File: src/rtl/seg7_pkg.sv
// ---------------------------------------------------------------------------
// seg7_pkg -- shared constants for the multiplexed seven-segment driver.
//
// Contents:
//   SEG_A..SEG_G, SEG_DP : one-hot bit masks for the segment byte
//                          (a..g = bits 0..6, decimal point = bit 7).
//   HEX_TABLE            : 16-entry active-high segment pattern per hex digit
//                          (0-9, A, b, c, d, E, F).
//   disp_mode_e          : display mode captured in the frame snapshot.
//   hex_pattern()        : table lookup helper used by seg7_hexdec.
// ---------------------------------------------------------------------------
package seg7_pkg;

    localparam logic [7:0] SEG_A  = 8'h01;
    localparam logic [7:0] SEG_B  = 8'h02;
    localparam logic [7:0] SEG_C  = 8'h04;
    localparam logic [7:0] SEG_D  = 8'h08;
    localparam logic [7:0] SEG_E  = 8'h10;
    localparam logic [7:0] SEG_F  = 8'h20;
    localparam logic [7:0] SEG_G  = 8'h40;
    localparam logic [7:0] SEG_DP = 8'h80;

    // Packed so that HEX_TABLE[n] is the pattern for nibble n; the leftmost
    // entry of the concatenation is index 15.
    localparam logic [15:0][6:0] HEX_TABLE = {
        7'(SEG_A | SEG_E | SEG_F | SEG_G),                          // F
        7'(SEG_A | SEG_D | SEG_E | SEG_F | SEG_G),                  // E
        7'(SEG_B | SEG_C | SEG_D | SEG_E | SEG_G),                  // d
        7'(SEG_D | SEG_E | SEG_G),                                  // c (lower case)
        7'(SEG_C | SEG_D | SEG_E | SEG_F | SEG_G),                  // b
        7'(SEG_A | SEG_B | SEG_C | SEG_E | SEG_F | SEG_G),          // A
        7'(SEG_A | SEG_B | SEG_C | SEG_D | SEG_F | SEG_G),          // 9
        7'(SEG_A | SEG_B | SEG_C | SEG_D | SEG_E | SEG_F | SEG_G),  // 8
        7'(SEG_A | SEG_B | SEG_C),                                  // 7
        7'(SEG_A | SEG_C | SEG_D | SEG_E | SEG_F | SEG_G),          // 6
        7'(SEG_A | SEG_C | SEG_D | SEG_F | SEG_G),                  // 5
        7'(SEG_B | SEG_C | SEG_F | SEG_G),                          // 4
        7'(SEG_A | SEG_B | SEG_C | SEG_D | SEG_G),                  // 3
        7'(SEG_A | SEG_B | SEG_D | SEG_E | SEG_G),                  // 2
        7'(SEG_B | SEG_C),                                          // 1
        7'(SEG_A | SEG_B | SEG_C | SEG_D | SEG_E | SEG_F)           // 0
    };

    typedef enum logic {
        MODE_HEX = 1'b0,
        MODE_RAW = 1'b1
    } disp_mode_e;

    function automatic logic [6:0] hex_pattern(input logic [3:0] nibble);
        return HEX_TABLE[nibble];
    endfunction

endpackage

File: src/rtl/seg7_hexdec.sv
// ---------------------------------------------------------------------------
// seg7_hexdec -- combinational hex nibble to seven-segment decoder.
//
// Ports:
//   nibble_i [3:0] : hex digit to display
//   seg_o    [6:0] : active-high segment pattern, a..g = bits 0..6
// ---------------------------------------------------------------------------
module seg7_hexdec
    import seg7_pkg::*;
(
    input  logic [3:0] nibble_i,
    output logic [6:0] seg_o
);

    // Pure table lookup; polarity is applied by the caller.
    always_comb begin
        seg_o = hex_pattern(nibble_i);
    end

endmodule

File: src/rtl/seg7_mux_n.sv
// ---------------------------------------------------------------------------
// seg7_mux_n -- time-multiplexed driver for DIGITS seven-segment digits.
//
// Each digit owns a slot of 2^PRE clocks. Inputs are captured once per frame
// (on the tick that wraps the digit index back to 0) so a whole frame shows
// one coherent value set. The first clock of every slot is dark to stop the
// previous digit ghosting onto the next anode. Outputs are registered.
//
// Parameters:
//   DIGITS     : number of digits (2..16)
//   PRE        : slot length is 2^PRE clocks (4..24)
//   ACTIVE_LOW : 1 = seg/an low-active, 0 = high-active
//
// Ports:
//   clk          : clock, rising edge
//   reset        : asynchronous active-high reset
//   di           : hex nibble per digit, digit i = di[4i+3:4i]
//   dp           : decimal point per digit (hex mode)
//   blank        : 1 = digit dark (hex mode)
//   pixels       : raw segment bytes, digit 0 is the most significant byte
//   direct       : 1 = raw pixel mode, 0 = hex mode
//   bright [3:0] : brightness, present only with SEG7_DIM_EN defined
//   seg    [7:0] : segments a..g = bits 0..6, dp = bit 7
//   an           : one anode per digit
//   frame        : one-clock pulse at the start of every frame
//
// Build option: define SEG7_DIM_EN to add the bright input (PWM dimming of
// the anode within each slot, sampled with the frame snapshot).
// ---------------------------------------------------------------------------
module seg7_mux_n
    import seg7_pkg::*;
#(
    parameter int DIGITS     = 8,
    parameter int PRE        = 14,
    parameter int ACTIVE_LOW = 1
) (
    input  logic                  clk,
    input  logic                  reset,
    input  logic [4*DIGITS-1:0]   di,
    input  logic [DIGITS-1:0]     dp,
    input  logic [DIGITS-1:0]     blank,
    input  logic [8*DIGITS-1:0]   pixels,
    input  logic                  direct,
`ifdef SEG7_DIM_EN
    input  logic [3:0]            bright,
`endif
    output logic [7:0]            seg,
    output logic [DIGITS-1:0]     an,
    output logic                  frame
);

    localparam int                CW         = $clog2(DIGITS);
    localparam logic [PRE-1:0]    PRE_MAX    = {PRE{1'b1}};
    localparam logic [PRE-1:0]    PRE_ZERO   = {PRE{1'b0}};
    localparam logic [CW-1:0]     LAST_DIGIT = CW'(DIGITS - 1);
    localparam logic [7:0]        SEG_OFF    = (ACTIVE_LOW != 0) ? 8'hFF : 8'h00;
    localparam logic [DIGITS-1:0] AN_OFF     = (ACTIVE_LOW != 0) ? {DIGITS{1'b1}}
                                                                 : {DIGITS{1'b0}};

    // Scan counters
    logic [PRE-1:0]    pre_cnt_q, pre_cnt_d;
    logic [CW-1:0]     cnt_q, cnt_d;
    logic              tick_s;
    logic              wrap_s;

    // Frame snapshot
    logic [4*DIGITS-1:0] di_q;
    logic [DIGITS-1:0]   dp_q;
    logic [DIGITS-1:0]   blank_q;
    logic [8*DIGITS-1:0] pixels_q;
    disp_mode_e          mode_q;
`ifdef SEG7_DIM_EN
    logic [3:0]          bright_q;
`endif

    // Display datapath
    logic [3:0]          nib_arr_s [DIGITS];
    logic [7:0]          pix_arr_s [DIGITS];
    logic [DIGITS-1:0]   an_hot_s;
    logic [3:0]          nib_sel_s;
    logic [6:0]          hex_pat_s;
    logic                dim_on_s;
    logic [7:0]          seg_raw_s;
    logic [DIGITS-1:0]   an_raw_s;
    logic                lit_s;
    logic                dead_s;

    logic                frame_q;
    logic [7:0]          seg_q, seg_d;
    logic [DIGITS-1:0]   an_q, an_d;

    assign tick_s = (pre_cnt_q == PRE_MAX);
    assign wrap_s = tick_s && (cnt_q == LAST_DIGIT);
    assign dead_s = (pre_cnt_q == PRE_ZERO);

    // Next-state for the prescaler and the digit index.
    always_comb begin
        pre_cnt_d = pre_cnt_q + PRE'(1'b1);
        if (tick_s) begin
            if (cnt_q == LAST_DIGIT) begin
                cnt_d = {CW{1'b0}};
            end else begin
                cnt_d = cnt_q + CW'(1'b1);
            end
        end else begin
            cnt_d = cnt_q;
        end
    end

    // Scan counter state.
    always_ff @(posedge clk or posedge reset) begin
        if (reset) begin
            pre_cnt_q <= PRE_ZERO;
            cnt_q     <= {CW{1'b0}};
        end else begin
            pre_cnt_q <= pre_cnt_d;
            cnt_q     <= cnt_d;
        end
    end

    // Capture all display inputs once per frame, on the wrap tick only.
    always_ff @(posedge clk or posedge reset) begin
        if (reset) begin
            di_q     <= {(4*DIGITS){1'b0}};
            dp_q     <= {DIGITS{1'b0}};
            blank_q  <= {DIGITS{1'b0}};
            pixels_q <= {(8*DIGITS){1'b0}};
            mode_q   <= MODE_HEX;
`ifdef SEG7_DIM_EN
            bright_q <= 4'd0;
`endif
        end else if (wrap_s) begin
            di_q     <= di;
            dp_q     <= dp;
            blank_q  <= blank;
            pixels_q <= pixels;
            mode_q   <= disp_mode_e'(direct);
`ifdef SEG7_DIM_EN
            bright_q <= bright;
`endif
        end
    end

    // Per-digit views of the snapshot; pixels are stored MSB-byte-first.
    for (genvar g = 0; g < DIGITS; g++) begin : g_lane
        assign nib_arr_s[g] = di_q[4*g +: 4];
        assign pix_arr_s[g] = pixels_q[8*(DIGITS-1-g) +: 8];
        assign an_hot_s[g]  = (cnt_q == CW'(g));
    end

    assign nib_sel_s = nib_arr_s[cnt_q];

    seg7_hexdec u_hexdec (
        .nibble_i (nib_sel_s),
        .seg_o    (hex_pat_s)
    );

`ifdef SEG7_DIM_EN
    // Anode on while the top four prescaler bits are below bright+1.
    assign dim_on_s = ({1'b0, pre_cnt_q[PRE-1 -: 4]} < ({1'b0, bright_q} + 5'd1));
`else
    assign dim_on_s = 1'b1;
`endif

    // Select the segment byte for the current digit, then gate and polarise.
    always_comb begin
        seg_raw_s = 8'h00;
        lit_s     = 1'b0;
        if (mode_q == MODE_RAW) begin
            seg_raw_s = pix_arr_s[cnt_q];
            lit_s     = 1'b1;
        end else if (blank_q[cnt_q]) begin
            seg_raw_s = 8'h00;
            lit_s     = 1'b0;
        end else begin
            seg_raw_s = {1'b0, hex_pat_s} | (dp_q[cnt_q] ? SEG_DP : 8'h00);
            lit_s     = 1'b1;
        end

        if (dead_s) begin
            seg_raw_s = 8'h00;
        end else begin
            seg_raw_s = seg_raw_s;
        end

        if (lit_s && !dead_s && dim_on_s) begin
            an_raw_s = an_hot_s;
        end else begin
            an_raw_s = {DIGITS{1'b0}};
        end

        if (ACTIVE_LOW != 0) begin
            seg_d = ~seg_raw_s;
            an_d  = ~an_raw_s;
        end else begin
            seg_d = seg_raw_s;
            an_d  = an_raw_s;
        end
    end

    // Registered outputs; fully inactive while reset is held.
    always_ff @(posedge clk or posedge reset) begin
        if (reset) begin
            seg_q   <= SEG_OFF;
            an_q    <= AN_OFF;
            frame_q <= 1'b0;
        end else begin
            seg_q   <= seg_d;
            an_q    <= an_d;
            frame_q <= wrap_s;
        end
    end

    assign seg   = seg_q;
    assign an    = an_q;
    assign frame = frame_q;

endmodule

File: config.mk
export PLATFORM = sky130hd
export DESIGN_NAME = seg7_mux_n
export DESIGN_NICKNAME = d
export VERILOG_FILES = /design/src/rtl/seg7_pkg.sv /design/src/rtl/seg7_hexdec.sv /design/src/rtl/seg7_mux_n.sv
export SDC_FILE = /design/constraint.sdc
export NUM_CORES = 1
export LEC_CHECK = 0
export BUFFER_PORTS_ARGS = -buffer_cell sky130_fd_sc_hd__buf_2
export CAP_MARGIN = 20
export CORE_ASPECT_RATIO = 1.75
export CORE_MARGIN = 10
export CORE_UTILIZATION = 55
export DETAILED_ROUTE_END_ITERATION = 10
export PLACE_DENSITY = 0.83
export SETUP_SLACK_MARGIN = 0.4
export SLEW_MARGIN = 0
export SYNTH_ARGS = -nofsm -noshare
export SYNTH_HDL_FRONTEND = slang
export SYNTH_SLANG_ARGS = --single-unit
export TNS_END_PERCENT = 5
File: constraint.sdc
create_clock -name clk -period 6.51 [get_ports clk]
set_input_delay 1.302 -clock clk [delete_from_list [all_inputs] [get_ports clk]]
set_output_delay 1.302 -clock clk [all_outputs]
set_load 0.1 [all_outputs]
; ---- Word-level counts from Yosys, hierarchy flattened
; Memory sizes are Yosys's and may differ from the RTL's.
; Index checks and enable logic that the tools add are counted.
[word_totals]
romBits = 112
out_inout_bits = 17
memories = 1
in_bits = 115
wordCells = 52
regBits = 147
[classes]
n_addsub = 2
n_eq_ne = 8
n_reduce_logical = 5
n_lt_le_gt_ge = 3
n_mux = 19
bitwise_logic = 4
[memory_table]
columns = memory, depth, word_bits, rd, rd_ports_with_merged_regs, wr, line
row1 = (no name shown), 16, 7, 1, 0, 0, seg7_pkg.sv:50  ; return HEX_TABLE[nibble];
[op_table]
columns = cell, n
row1 = 2-to-1 mux 8 bit, 7
row2 = binary-select mux 8 bit (select 3 bit), 1
row3 = inverter 8 bit, 2
row4 = "adder 14 x 1 -> 14 bit, second input constant", 1
row5 = "== test 14 bit, second input constant", 1
row6 = logical NOT 14 bit, 1
row7 = binary-select mux 4 bit (select 3 bit), 1
row8 = "== test 3 bit, second input constant", 4
row9 = 2-to-1 mux 4 bit, 2
row10 = OR 7 x 8 -> 8 bit, 1
row11 = 2-to-1 mux 7 bit, 1
row12 = binary-select mux 1 bit (select 3 bit), 2
row13 = "== test 3 x 2 -> 1 bit, second input constant", 2
row14 = "less-than comparator 4 x 5 -> 1 bit, second input constant", 1
row15 = "greater-or-equal comparator 4 bit, second input constant", 1
row16 = "less-than comparator 3 x 4 -> 1 bit, second input constant", 1
row17 = 2-to-1 mux 1 bit, 4
row18 = inverter 3 -> 4 bit, 1
row19 = "adder 3 x 1 -> 3 bit, second input constant", 1
row20 = "== test 3 x 1 -> 1 bit, second input constant", 1
row21 = logical NOT 3 bit, 1
row22 = 2-to-1 mux 3 bit, 1
row23 = logical AND 1 bit, 2
row24 = logical NOT 1 bit, 1

; ---- Longest topological paths before layout
; Gate-level depths: netlist of run 1.
[depth]
depth_word = 11
mapped_depth = 9
ltp_nobuf = 7

; ---- Modules after synthesis
; Synthesis of run 1 repeated with hierarchy kept, for this count alone.
[unflattened]
hier_cells = 462
hier_area_um2 = 7013.0
[by_module_without_submodules]
columns = mod, area_per_inst_um2, n_inst, cells_per_inst, seq_area_each_um2
row1 = seg7_mux_n, 6746.5, 1, 430, 3698.5
row2 = seg7_hexdec, 266.5, 1, 32, 0.0

; ---- Worst setup path after synthesis of run 1
; Ideal clock, no wire load.
[synth_path]
path_kind = register to register
start = register cnt_q[2]
end = register seg_q[0], in the netlist seg[0]
synth_period_minus_slack_ns = 2.544
t_arrival_ns = 2.453
path_slack_ns = 3.966
setup_time_ns = 0.091
path_stages_with_launch = 9
path_cell_list = dfrtp_1 clkbuf_1 mux4_2 mux2i_1 inv_1 ha_1 and2_1 a2111oi_0 o31ai_1
[synth_via]
elab_chain_cells = 11
elab_cells_between_ends = 16
cone_classes = mux (12) / bitwise (3) / memory (1)
[synth_lines]
columns = item, line
row1 = from (decl), seg7_mux_n.sv:62  ; logic [CW-1:0] cnt_q, cnt_d;
row2 = from (signal assigned), seg7_mux_n.sv:114  ; cnt_q <= {CW{1'b0}};
row3 = from (signal assigned), seg7_mux_n.sv:117  ; cnt_q <= cnt_d;
row4 = inverter 3 -> 4 bit (not written as such), "seg7_mux_n.sv:151, seg7_mux_n.sv:170"
row5 = binary-select mux 4 bit (select 3 bit), seg7_mux_n.sv:151  ; assign nib_sel_s = nib_arr_s[cnt_q];
row6 = 2-to-1 mux 4 bit (not written as such) (2 in a row), seg7_mux_n.sv:151
row7 = memory read (16 x 7 bit), -
row8 = 2-to-1 mux 7 bit (not written as such), seg7_pkg.sv:50
row9 = OR 7 x 8 -> 8 bit, seg7_mux_n.sv:176  ; seg_raw_s = {1'b0, hex_pat_s} | (dp_q[cnt_q] ? SEG_DP : 8'h00);
row10 = 2-to-1 mux 8 bit, seg7_mux_n.sv:172  ; end else if (blank_q[cnt_q]) begin
row11 = 2-to-1 mux 8 bit (*), seg7_mux_n.sv:169  ; if (mode_q == MODE_RAW) begin
row12 = 2-to-1 mux 8 bit (*), seg7_mux_n.sv:180  ; if (dead_s) begin
row13 = inverter 8 bit (*), seg7_mux_n.sv:193  ; seg_d = ~seg_raw_s;
row14 = via seg_d[0], seg7_mux_n.sv:89  ; logic [7:0] seg_q, seg_d;
row15 = to (signal assigned), seg7_mux_n.sv:208  ; seg_q <= seg_d;
row16 = to (decl), seg7_mux_n.sv:89
; Mark *: on every way through the listed nets, which the timed path passes. The rest lies on a longest branch. The select of a mux whose other input is x is not followed.
; A chain may end at the register's enable or synchronous reset.

; ---- Worst setup path in the final report of run 1
[layout_path]
start = register cnt_q[0]
end = register pixels_q[14], in the netlist pix_arr_s[14]
[layout_via]
elab_chain_cells = 2
[layout_lines]
columns = item, line
row1 = == test 3 bit, seg7_mux_n.sv:93  ; assign wrap_s = tick_s && (cnt_q == LAST_DIGIT);
row2 = logical AND 1 bit, seg7_mux_n.sv:93
row3 = to (signal assigned), seg7_mux_n.sv:127  ; pixels_q <= {(8*DIGITS){1'b0}};
row4 = to (signal assigned), seg7_mux_n.sv:136  ; pixels_q <= pixels;
row5 = to (decl), seg7_mux_n.sv:70  ; logic [8*DIGITS-1:0] pixels_q;
; No other way between the ends.

==> metrics.md, run 1 <==
| Metric | Value |
|---|---|
| Core ar. | `12,500 sq um` |
| Asr flop ratio synth | `between 90% and 100%` |
| Post-DRT Antenna Nets | `0` |
| Antenna violations before repair | `0` |
| CP required | `6.81 ns` |
| Worst Setup End Kind | `flip-flop` |
| Setup ws final | `2.82 ns` |
| First-pass GRT wire length | `24,600 um` |
| CTS Hold Bufs | `0` |
| Sw Share | `21.4%` |
| DIE AREA | `17,800 sq um` |
| Crit path time final | `3.69 ns` |
| Fraction of layout cells with a size suffix above 1 | `around 56%` |
| Initial Util | `about 56%` |
| Wirelength per Cell | `20.3 um` |
| RSZ-0062 raised after global routing | `no` |
| Clk_lat worst skew | `~0.42 ns` |
| Peak VDD IR | `0.176 mV` |
| Die span in y | `169 um` |
| Startpoint types | `flip-flop` |
| Synth warnings | `0` |
| Clock Sinks | `147` |
| Hold path cells | `1` |
| Final hold vios | `0` |
| Fillers | `900` |
| Adder-cell share of the synthesized area | `2.51%` |
| DP Area | `7640 sq um` |
| Worst slew pin tran | `1.03 ns` |
| I/O pin total | `between 100 and 150` |
| Placer Congestion | `0.827` |
| Simple-Gate Fraction of Synth Area | `5.21%` |
| Net Count, Synth | `578` |
| CP arrival | `3.99 ns` |
| Yosys top cell by area | `dfrtp_1` |
| Final #Nets | `706` |
| Post-CTS sizing | `0` |
| Vias in the first global route | `4,714` |
| H-tree Lvls | `4` |
| Relative slew slack | `about 31%` |
| Max Fclk | `0.271 GHz` |
| Post-Syn Area per Cell | `15.6 sq um` |
| Syn-to-layout area delta | `17.8%` |
| Clock Power Share | `50.0%` |
| DR DRC count | `0` |
| Total CTS buffers | `17` |
| DR vias/cell | `roughly 5.4` |
| Max-cap viol count | `0` |
| Total track usage | `17.6%` |
| Main combinational cell family by area after synthesis | `multiplexers` |
| Critical path class | `flip-flop to flip-flop` |
| Seq. cell area | `3700 sq um` |
| Post-route cell area | `a little over 8000 sq um` |
| Flop pwr share | `about 47%` |
| Status | `complete, no violations` |
| Clk root buf | `clkbuf_16` |
| Combinational cell fraction of total power | `~2.9%` |
| Clock transition at the registers of the reported paths | `roughly 0.060 ns` |
| Compound-gate portion of the synthesized area | `2.04%` |
| Clk buf depth | `2` |
| Site Rows | `54` |
| Setup TNS | `0 ns` |
| Ant diodes | `0` |
| Die span in x | `roughly 110 um` |
| Final setup vio count | `0` |
| HP Class | `flip-flop to flip-flop` |
| Synth top area share | `46.9%` |
| Inst Count DP | `726` |
| Final Max Slew Viols | `0` |
| Post-detail-place hpwl | `11,000 um` |
| Mux share of post-synthesis cell area | `31.7%` |
| Non-Filler Instances | `~760` |
| Area of the multi-input gates | `3010 sq um` |
| Worst r2r path cells | `5` |
| Final Skew | `0.00899 ns` |
| Synth Instances | `449` |
| Drt first pass iters | `5` |
| Fin crit share | `56.7%` |
| Static Leakage | `3.99 nW` |
| GR Overflow Total | `0` |
| Int Power | `0.00152 W` |
| CTS tree | `yes` |
| Max Fanout on Critical Path | `62` |
| FF+latch count, synth | `roughly 150` |
| Largest net degree at the start of global routing | `83` |
| Psw | `0.000415 W` |
| Routed wire length | `15,400 um` |
| Drt first-iter violations | `214` |
| DR vias | `approximately 4,100` |
| Synthesized cell area | `approximately 7000 sq um` |
| Unique masters post-synth | `46` |
| Total Power | `between 0.0015 and 0.002 W` |
| Area contributors post-synth | `dfrtp_1 (47%), mux2_4 (13%), mux4_2 (9.3%)` |
| XOR/XNOR Fraction of Synth Area | `1.50%` |
| Main flop type after synthesis | `dfrtp_1` |
| PortBufs | `approximately 130` |
| Power density over the cells | `236 nW/um^2` |
| Post-CTS Setup Inserts | `0` |
| Placement Setup Slack | `2.80 ns` |
| Seq/Total Area, Yosys | `a little over half` |
| Number of flops mapped to enable cells by yosys | `0` |
[logic make-up (layout without fill, tap and decap cells)]
kind of cell,after synthesis,count (layout)
simple gates,73,73
buf+inv,35,176
flops,147,147
compound gates,19,19
mux,149,149
fa+ha+maj,14,14
xor+xnor,12,12
[final timing paths]
path	to	startpoint	slack (ns)
max reg2reg	pix_arr_s[14]	cnt_q[0]	2.82
min reg2reg	pre_cnt_q[11]	pre_cnt_q[11]	0.50
min in group asynchronous	blank_q[3]	reset	1.00
max in group asynchronous	pix_arr_s[19]	reset	4.19
min	pre_cnt_q[11]	pre_cnt_q[11]	0.50
max	pix_arr_s[14]	cnt_q[0]	2.82
[power groups by stage]
stage | logic (W) | registers [W] | clock network (W)
6_report | 0.0000555 | 0.000914 | 0.000969
5_1_grt | 0.0000617 | 0.000914 | 0.00102
4_1_cts | 0.0000573 | 0.000914 | 0.000980
3_5_place_dp | 0.0000571 | 0.000930 | 0
3_3_place_gp | 0.0000557 | 0.000930 | 0
2_1_floorplan | 0.0000143 | 0.000931 | 0
[critical path: stages (launching register included)]
cell and delay (ns):
dfrtp_2 0.99, ha_1 0.31, ha_1 0.21, and2_4 0.84, buf_4 0.74, mux2_2 0.41
[synthesized netlist by cell type, types with 5 or more instances]
| library cell | count |
|---|---|
| and2_1 | 5 |
| buf_12 | 7 |
| buf_2 | 6 |
| buf_4 | 7 |
| dfrtp_1 | 131 |
| dfstp_2 | 16 |
| ha_1 | 14 |
| inv_1 | 8 |
| mux2_2 | 55 |
| mux2_4 | 59 |
| mux2i_1 | 6 |
| mux4_2 | 29 |
| nand2_1 | 29 |
| nand3_1 | 13 |
| nor2_1 | 8 |
| xnor2_1 | 9 |
[cell usage in the layout, fill, tap and decap left out, types with 9 or more instances in the layout]
cell and instances:
buf_2 131, nand3_1 13, dfstp_2 16, mux4_2 29
mux2_2 55, xnor2_1 9, clkbuf_16 17, dfrtp_1 130
ha_1 14, nand2_1 29, mux2_4 59
[flip-flops by register name, indices dropped and copies added, names as in the netlist, 3 cells and up]
signal / flops
an: 8
blank_q: 8
cnt_q: 3
di_q: 32
dp_q: 8
pix_arr_s: 64
pre_cnt_q: 14
seg: 8
[through the flow]
step / utilization [%] / hold slack [ns]
after floorplan: - / 0.457
after global placement: 61.1 / 0.473
after detailed placement: 61.1 / 0.492
after CTS: 65.9 / 0.501
after global routing: 65.9 / 0.507
final: 65.9 / 0.500
[area by class of cell]
cell class | instances | share of cell area [%]
flip-flops and latches | 147 | 44.9
well taps | 168 | 2.55
clock buffers | 20 | 5.55
inverters | 9 | 0.471
multi-input cells | 267 | 36.5
clock inverters | 12 | 1.61
repair buffers | 135 | 8.33
[routing by layer]
metal | wire length (um) | track usage [%] | vias to the layer above
met5 | 0 | 0 | -
met1 | 5900 | 19.0 | 2121
met4 | 388 | 6.59 | 0
li1 | - | - | 1876
met3 | 660 | 5.40 | 26
met2 | 8470 | 31.4 | 107
No activity file was read; power rests on OpenSTA's default activity.
==> run 2: changes to the inputs <==
Clock period 6.51 ns to 3.6 ns, I/O delays scaled along.
==> metrics.md, run 2 (same netlist as run 1, synthesis figures left out) <==
| Metric | Value |
|---|---|
| Wirelength per Cell | `21.8 um` |
| Fraction of layout cells with a size suffix above 1 | `56.7%` |
| Area of the multi-input gates | `roughly 3000 sq um` |
| DR vias/cell | `5.52` |
| Die span in x | `105 um` |
| Crit path time final | `about 2.8 ns` |
| Fillers | `871` |
| Post-CTS Setup Inserts | `0` |
| CP Launch Point | `cnt_q[2]` |
| Leading cell type in the layout, fill and taps excluded | `buf_2` |
| Site Rows | `54` |
| Crit path buf inv count | `1` |
| DR DRC count | `0` |
| Peak VDD IR | `0.274 mV` |
| Core ar. | `12,500 sq um` |
| Post-detail-place hpwl | `12,200 um` |
| Worst slew pin tran | `0.905 ns` |
| Largest net degree at the start of global routing | `47` |
| I/O pin total | `between 100 and 150` |
| Startpoint types | `flip-flop` |
| Final Max Slew Viols | `0` |
| Ant diodes | `0` |
| Worst r2r path cells | `7` |
| H-tree Lvls | `4` |
| Total track usage | `between 10% and 20%` |
| Clk buf depth | `2` |
| RSZ-0062 raised after global routing | `no` |
| Final setup vio count | `0` |
| DIE AREA | `17,800 sq um` |
| Max FFs per register | `64` |
| Reg2reg start | `cnt_q[2]` |
| Worst Setup End Kind | `flip-flop` |
| Post-DRT Antenna Nets | `0` |
| CP required | `3.92 ns` |
| Status | `complete, no violations` |
| CTS tree | `yes` |
| Total CTS buffers | `17` |
| Total Power | `0.00352 W` |
| Vias in the first global route | `~5,000` |
| First-pass GRT wire length | `approximately 26,000 um` |
| Routed wire length | `16,600 um` |
| Clk root buf | `clkbuf_16` |
| Power density over the cells | `between 400 and 500 nW/um^2` |
| CP delay by family, top | `multiplexers` |
| Final Skew | `~0.0097 ns` |
| Seq. cell area | `3700 sq um` |
| Drt first-iter violations | `between 200 and 250` |
| Initial Util | `55.9%` |
| Clock Sinks | `about 150` |
| CP Capture Point | `seg[0]` |
| Crit-path max cell delay | `0.68 ns` |
| HP Class | `input port to asynchronous set/reset pin` |
| DR vias | `around 4,200` |
| Drt first pass iters | `5` |
| Reg2Reg Setup Slack | `0.79 ns` |
| Fin crit share | `about four fifths` |
| Non-Filler Instances | `764` |
| Reg2reg end | `seg[0]` |
| Setup TNS | `0 ns` |
| Final #Nets | `712` |
| CTS Hold Bufs | `0` |
| Critical path class | `flip-flop to flip-flop` |
| Clock transition at the registers of the reported paths | `0.06 ns` |
| Static Leakage | `4.04 nW` |
| Cells along the critical path | `mux4_2 > mux2i_1 > inv_1 > ha_1 > and2_1 > a2111oi_0 > o31ai_1` |
| Syn-to-layout area delta | `19.4%` |
| Slowest cell on crit path | `dfrtp_1` |
| CP Depth | `7` |
| Max Fclk | `0.356 GHz` |
| PortBufs | `131` |
| Inst Count DP | `731` |
| Most frequent cells in the layout | `buf_2 (131), dfrtp_1 (130), mux2_4 (59), mux2_2 (55)` |
| CP arrival | `roughly 3.1 ns` |
| Final hold vios | `0` |
| Clk_lat worst skew | `0.41 ns` |
| Max Fanout on Critical Path | `12` |
| Max-cap viol count | `0` |
| Relative slew slack | `37.9%` |
| Post-CTS sizing | `0` |
| Antenna violations before repair | `0` |
| Die span in y | `roughly 170 um` |
| GR Overflow Total | `0` |
| Placer Congestion | `0.883` |
==> run 2: power breakdown <==
group / switching (W) / internal (W) / leakage [nW]
registers: 0 / 0.00165 / 1.98
logic: 0.0000575 / 0.0000526 / 1.77
clock network: 0.000683 / 0.00108 / 0.289
==> run 2: final cells by class <==
class	count	area share, %
sequential	147	44.3
multi-input combinational	267	36.0
timing repair buffer	141	9.51
clock buffer	20	5.59
tap	168	2.52
clock inverter	12	1.54
inverter	9	0.450
==> run 2: worst min path at each step <==
stage | endpoint | slack, ns | from | cells past startpoint
4_1_cts | pre_cnt_q[13] | 0.50 | pre_cnt_q[13] | 1
3_3_place_gp | pre_cnt_q[11] | 0.48 | pre_cnt_q[11] | 1
3_5_place_dp | pix_arr_s[43] | 0.49 | pix_arr_s[43] | 1
2_1_floorplan | pre_cnt_q[13] | 0.46 | pre_cnt_q[13] | 1
6_report | pre_cnt_q[1] | 0.44 | reset | 3
5_1_grt | pre_cnt_q[1] | 0.46 | reset | 3
==> run 2: worst register-to-register path, stage by stage (launching register included) <==
cell	delay, ns
dfrtp_1	0.68
mux4_2	0.39
mux2i_1	0.43
inv_1	0.19
ha_1	0.25
and2_1	0.15
a2111oi_0	0.47
o31ai_1	0.17
==> run 2: metrics by stage <==
| stage | util [%] | setup WS, ns | hold slack, ns | instance area (sq um) |
|---|---|---|---|---|
| floorplan | - | 1.05 | 0.457 | 6990 |
| global placement | 61.8 | 1.03 | 0.478 | 7730 |
| detailed placement | 61.8 | 0.853 | 0.488 | 7730 |
| CTS | 66.6 | 0.812 | 0.499 | 8320 |
| global route | 66.8 | 0.706 | 0.457 | 8340 |
| finish | 66.8 | 0.788 | 0.442 | 8340 |
==> run 2: routing by layer <==
metal  GRT usage [%]  vias to the layer above  routed length, um
met1            19.2                     2167               5930
met3            4.52                       29                726
li1                -                     1891                  -
met4            7.25                        0                390
met2            35.4                      134               9580
met5               0                        -                  0
==> run 3: changes to the inputs <==
Settings changed: CORE_UTILIZATION 55 to 50, PLACE_DENSITY 0.83 to 0.8.
Clock period 3.6 ns to 2.27 ns, I/O delays scaled along.
==> metrics.md, run 3 (same netlist as run 1, synthesis figures left out) <==
| Metric | Value |
|---|---|
| Status | `complete, no violations` |
| Clock Sinks | `approximately 150` |
| Final Max Slew Viols | `0` |
| DR DRC count | `0` |
| Final setup vio count | `0` |
| Initial Util | `50.5%` |
| Power density over the cells | `627 nW/um^2` |
| Die span in y | `approximately 180 um` |
| Max FFs per register | `64` |
| Int Power | `0.00426 W` |
| Core ar. | `between 10,000 and 15,000 sq um` |
| Seq. cell area | `around 3700 sq um` |
| Vias in the first global route | `5,004` |
| Final hold vios | `0` |
| Flop pwr share | `46.9%` |
| Worst r2r path cells | `8` |
| Post-detail-place hpwl | `12,400 um` |
| Total track usage | `between 10% and 20%` |
| DIE AREA | `roughly 19,000 sq um` |
| Crit path time final | `2.21 ns` |
| Drt first pass iters | `5` |
| Ant diodes | `0` |
| Clk root buf | `clkbuf_16` |
| HP Class | `input port to flip-flop` |
| Hold path cells | `2` |
| Drt first-iter violations | `264` |
| Syn-to-layout area delta | `27.4%` |
| Wirelength per Cell | `22.0 um` |
| Reg2Reg Setup Slack | `0.06 ns` |
| First-pass GRT wire length | `roughly 26,000 um` |
| Max Fanout on Critical Path | `6` |
| Cells along the critical path | `mux4_2 > mux2i_4 > inv_2 > buf_4 > ha_2 > and2_4 > a2111oi_4 > o31ai_1` |
| Max Fclk | `0.451 GHz` |
| I/O pin total | `132` |
| Relative slew slack | `52.4%` |
| CP required | `2.61 ns` |
| Fillers | `971` |
| Sw Share | `23.7%` |
| Site Rows | `57` |
| Clock Power Share | `between 50% and 60%` |
| Psw | `0.00132 W` |
| PortBufs | `131` |
| Max-cap viol count | `0` |
| Total CTS buffers | `17` |
| H-tree Lvls | `4` |
| CTS tree | `yes` |
| Clock transition at the registers of the reported paths | `0.07 ns` |
| Clk buf depth | `2` |
| Startpoint types | `flip-flop` |
| Most frequent cells in the layout | `buf_2 (131), dfrtp_1 (126), mux2_4 (59), mux2_2 (55), mux4_2 (29)` |
| Peak VDD IR | `0.469 mV` |
| Reg2reg end | `seg[0]` |
| Min-Delay Startpoint | `di[14]` |
| GR Overflow Total | `0` |
| DR vias/cell | `~5.5` |
| Clk_lat worst skew | `roughly 0.43 ns` |
| Final #Nets | `750` |
| Worst Setup End Kind | `flip-flop` |
| Slowest cell on crit path | `mux4_2` |
| Fraction of layout cells with a size suffix above 1 | `62.9%` |
| Fin crit share | `97.6%` |
| Critical path class | `flip-flop to flip-flop` |
| Placer Congestion | `0.843` |
| Endpoint of the worst hold-timing path | `di_q[14]` |
| Reg2reg start | `cnt_q[0]` |
| RSZ-0062 raised after global routing | `yes` |
| Leading cell type in the layout, fill and taps excluded | `buf_2` |
| Crit-path max cell delay | `0.56 ns` |
| Worst slew pin tran | `0.714 ns` |
| Die span in x | `109 um` |
| CP arrival | `2.55 ns` |
| Total Power | `around 0.0056 W` |
| Combinational cell fraction of total power | `under 10%` |
| Routed wire length | `17,800 um` |
| Setup ws final | `0.0550 ns` |
| Placement Setup Slack | `-0.00796 ns` |
| Static Leakage | `between 4 and 5 nW` |
| DR vias | `4,499` |
| Post-DRT Antenna Nets | `0` |
| Final Skew | `0.0114 ns` |
| Area of the multi-input gates | `3140 sq um` |
| Antenna violations before repair | `0` |
| Largest net degree at the start of global routing | `62` |
run 3: worst max-delay path, delay by kind of cell (launching register included):
| family | cells | cell delay (ns) |
|---|---|---|
| mux | 2 | 0.79 |
| fa+ha+maj | 1 | 0.19 |
| compound gates | 2 | 0.32 |
| buf+inv | 2 | 0.22 |
| flops | 1 | 0.47 |
| simple gates | 1 | 0.15 |
run 3: power by group through the flow:
stage	sequential (W)	combinational, W	clock, W
after global routing	0.00262	0.000185	0.00295
after floorplan	0.00267	0.0000414	0
final	0.00262	0.000168	0.00280
after CTS	0.00262	0.000172	0.00282
after global placement	0.00267	0.000166	0
after detailed placement	0.00267	0.000170	0
run 3: per-stage QoR:
| step | instance area, sq um | hold WS, ns | instances | util [%] | TNS [ns] |
|---|---|---|---|---|---|
| after floorplan | 7020 | 0.457 | 449 | - | -2.36 |
| after global placement | 7880 | 0.367 | 757 | 57.0 | 0 |
| after detailed placement | 7880 | 0.369 | 757 | 57.0 | -0.00796 |
| after CTS | 8620 | 0.250 | 794 | 62.3 | 0 |
| after global routing | 8900 | 0.250 | 811 | 64.4 | -0.0655 |
| final | 8900 | 0.254 | 811 | 64.4 | 0 |
run 3: worst max-delay path by stage:
stage              from         end  slack, ns
2_1_floorplan     reset  blank_q[0]      -0.02
3_3_place_gp   cnt_q[1]       an[5]       0.04
3_5_place_dp   cnt_q[1]       an[4]     -0.008
4_1_cts        cnt_q[0]      seg[3]       0.08
5_1_grt        cnt_q[0]      seg[4]      -0.03
6_report       cnt_q[0]      seg[0]       0.06
run 3: cell type report:
cell class	instances	share of cell area [%]
Clock buffer	17	4.78
Tap cell	177	2.49
Timing Repair Buffer	178	13.6
Sequential cell	147	41.6
Clock inverter	15	1.83
Inverter	9	0.422
Multi-Input combinational cell	268	35.3
run 3: metal layers:
metal / up-vias / global-route usage [%] / share of wire [%]
li1: 1967 / - / -
met1: 2322 / 19.5 / 37
met2: 165 / 32.1 / 56
met3: 45 / 4.20 / 4.9
met4: 0 / 7.35 / 3.1
met5: - / 0 / 0
run 3: timing repair:
action / 4_1_cts / 5_1_grt
cloned: 0 / 6
hold buffers: 1 / 0
pin swaps: 8 / 7
gates resized for setup: 25 / 23
endpoints found under the hold margin: 2 / 0
endpoints found under the setup margin: 129 / 130
buffers inserted: 4 / 11
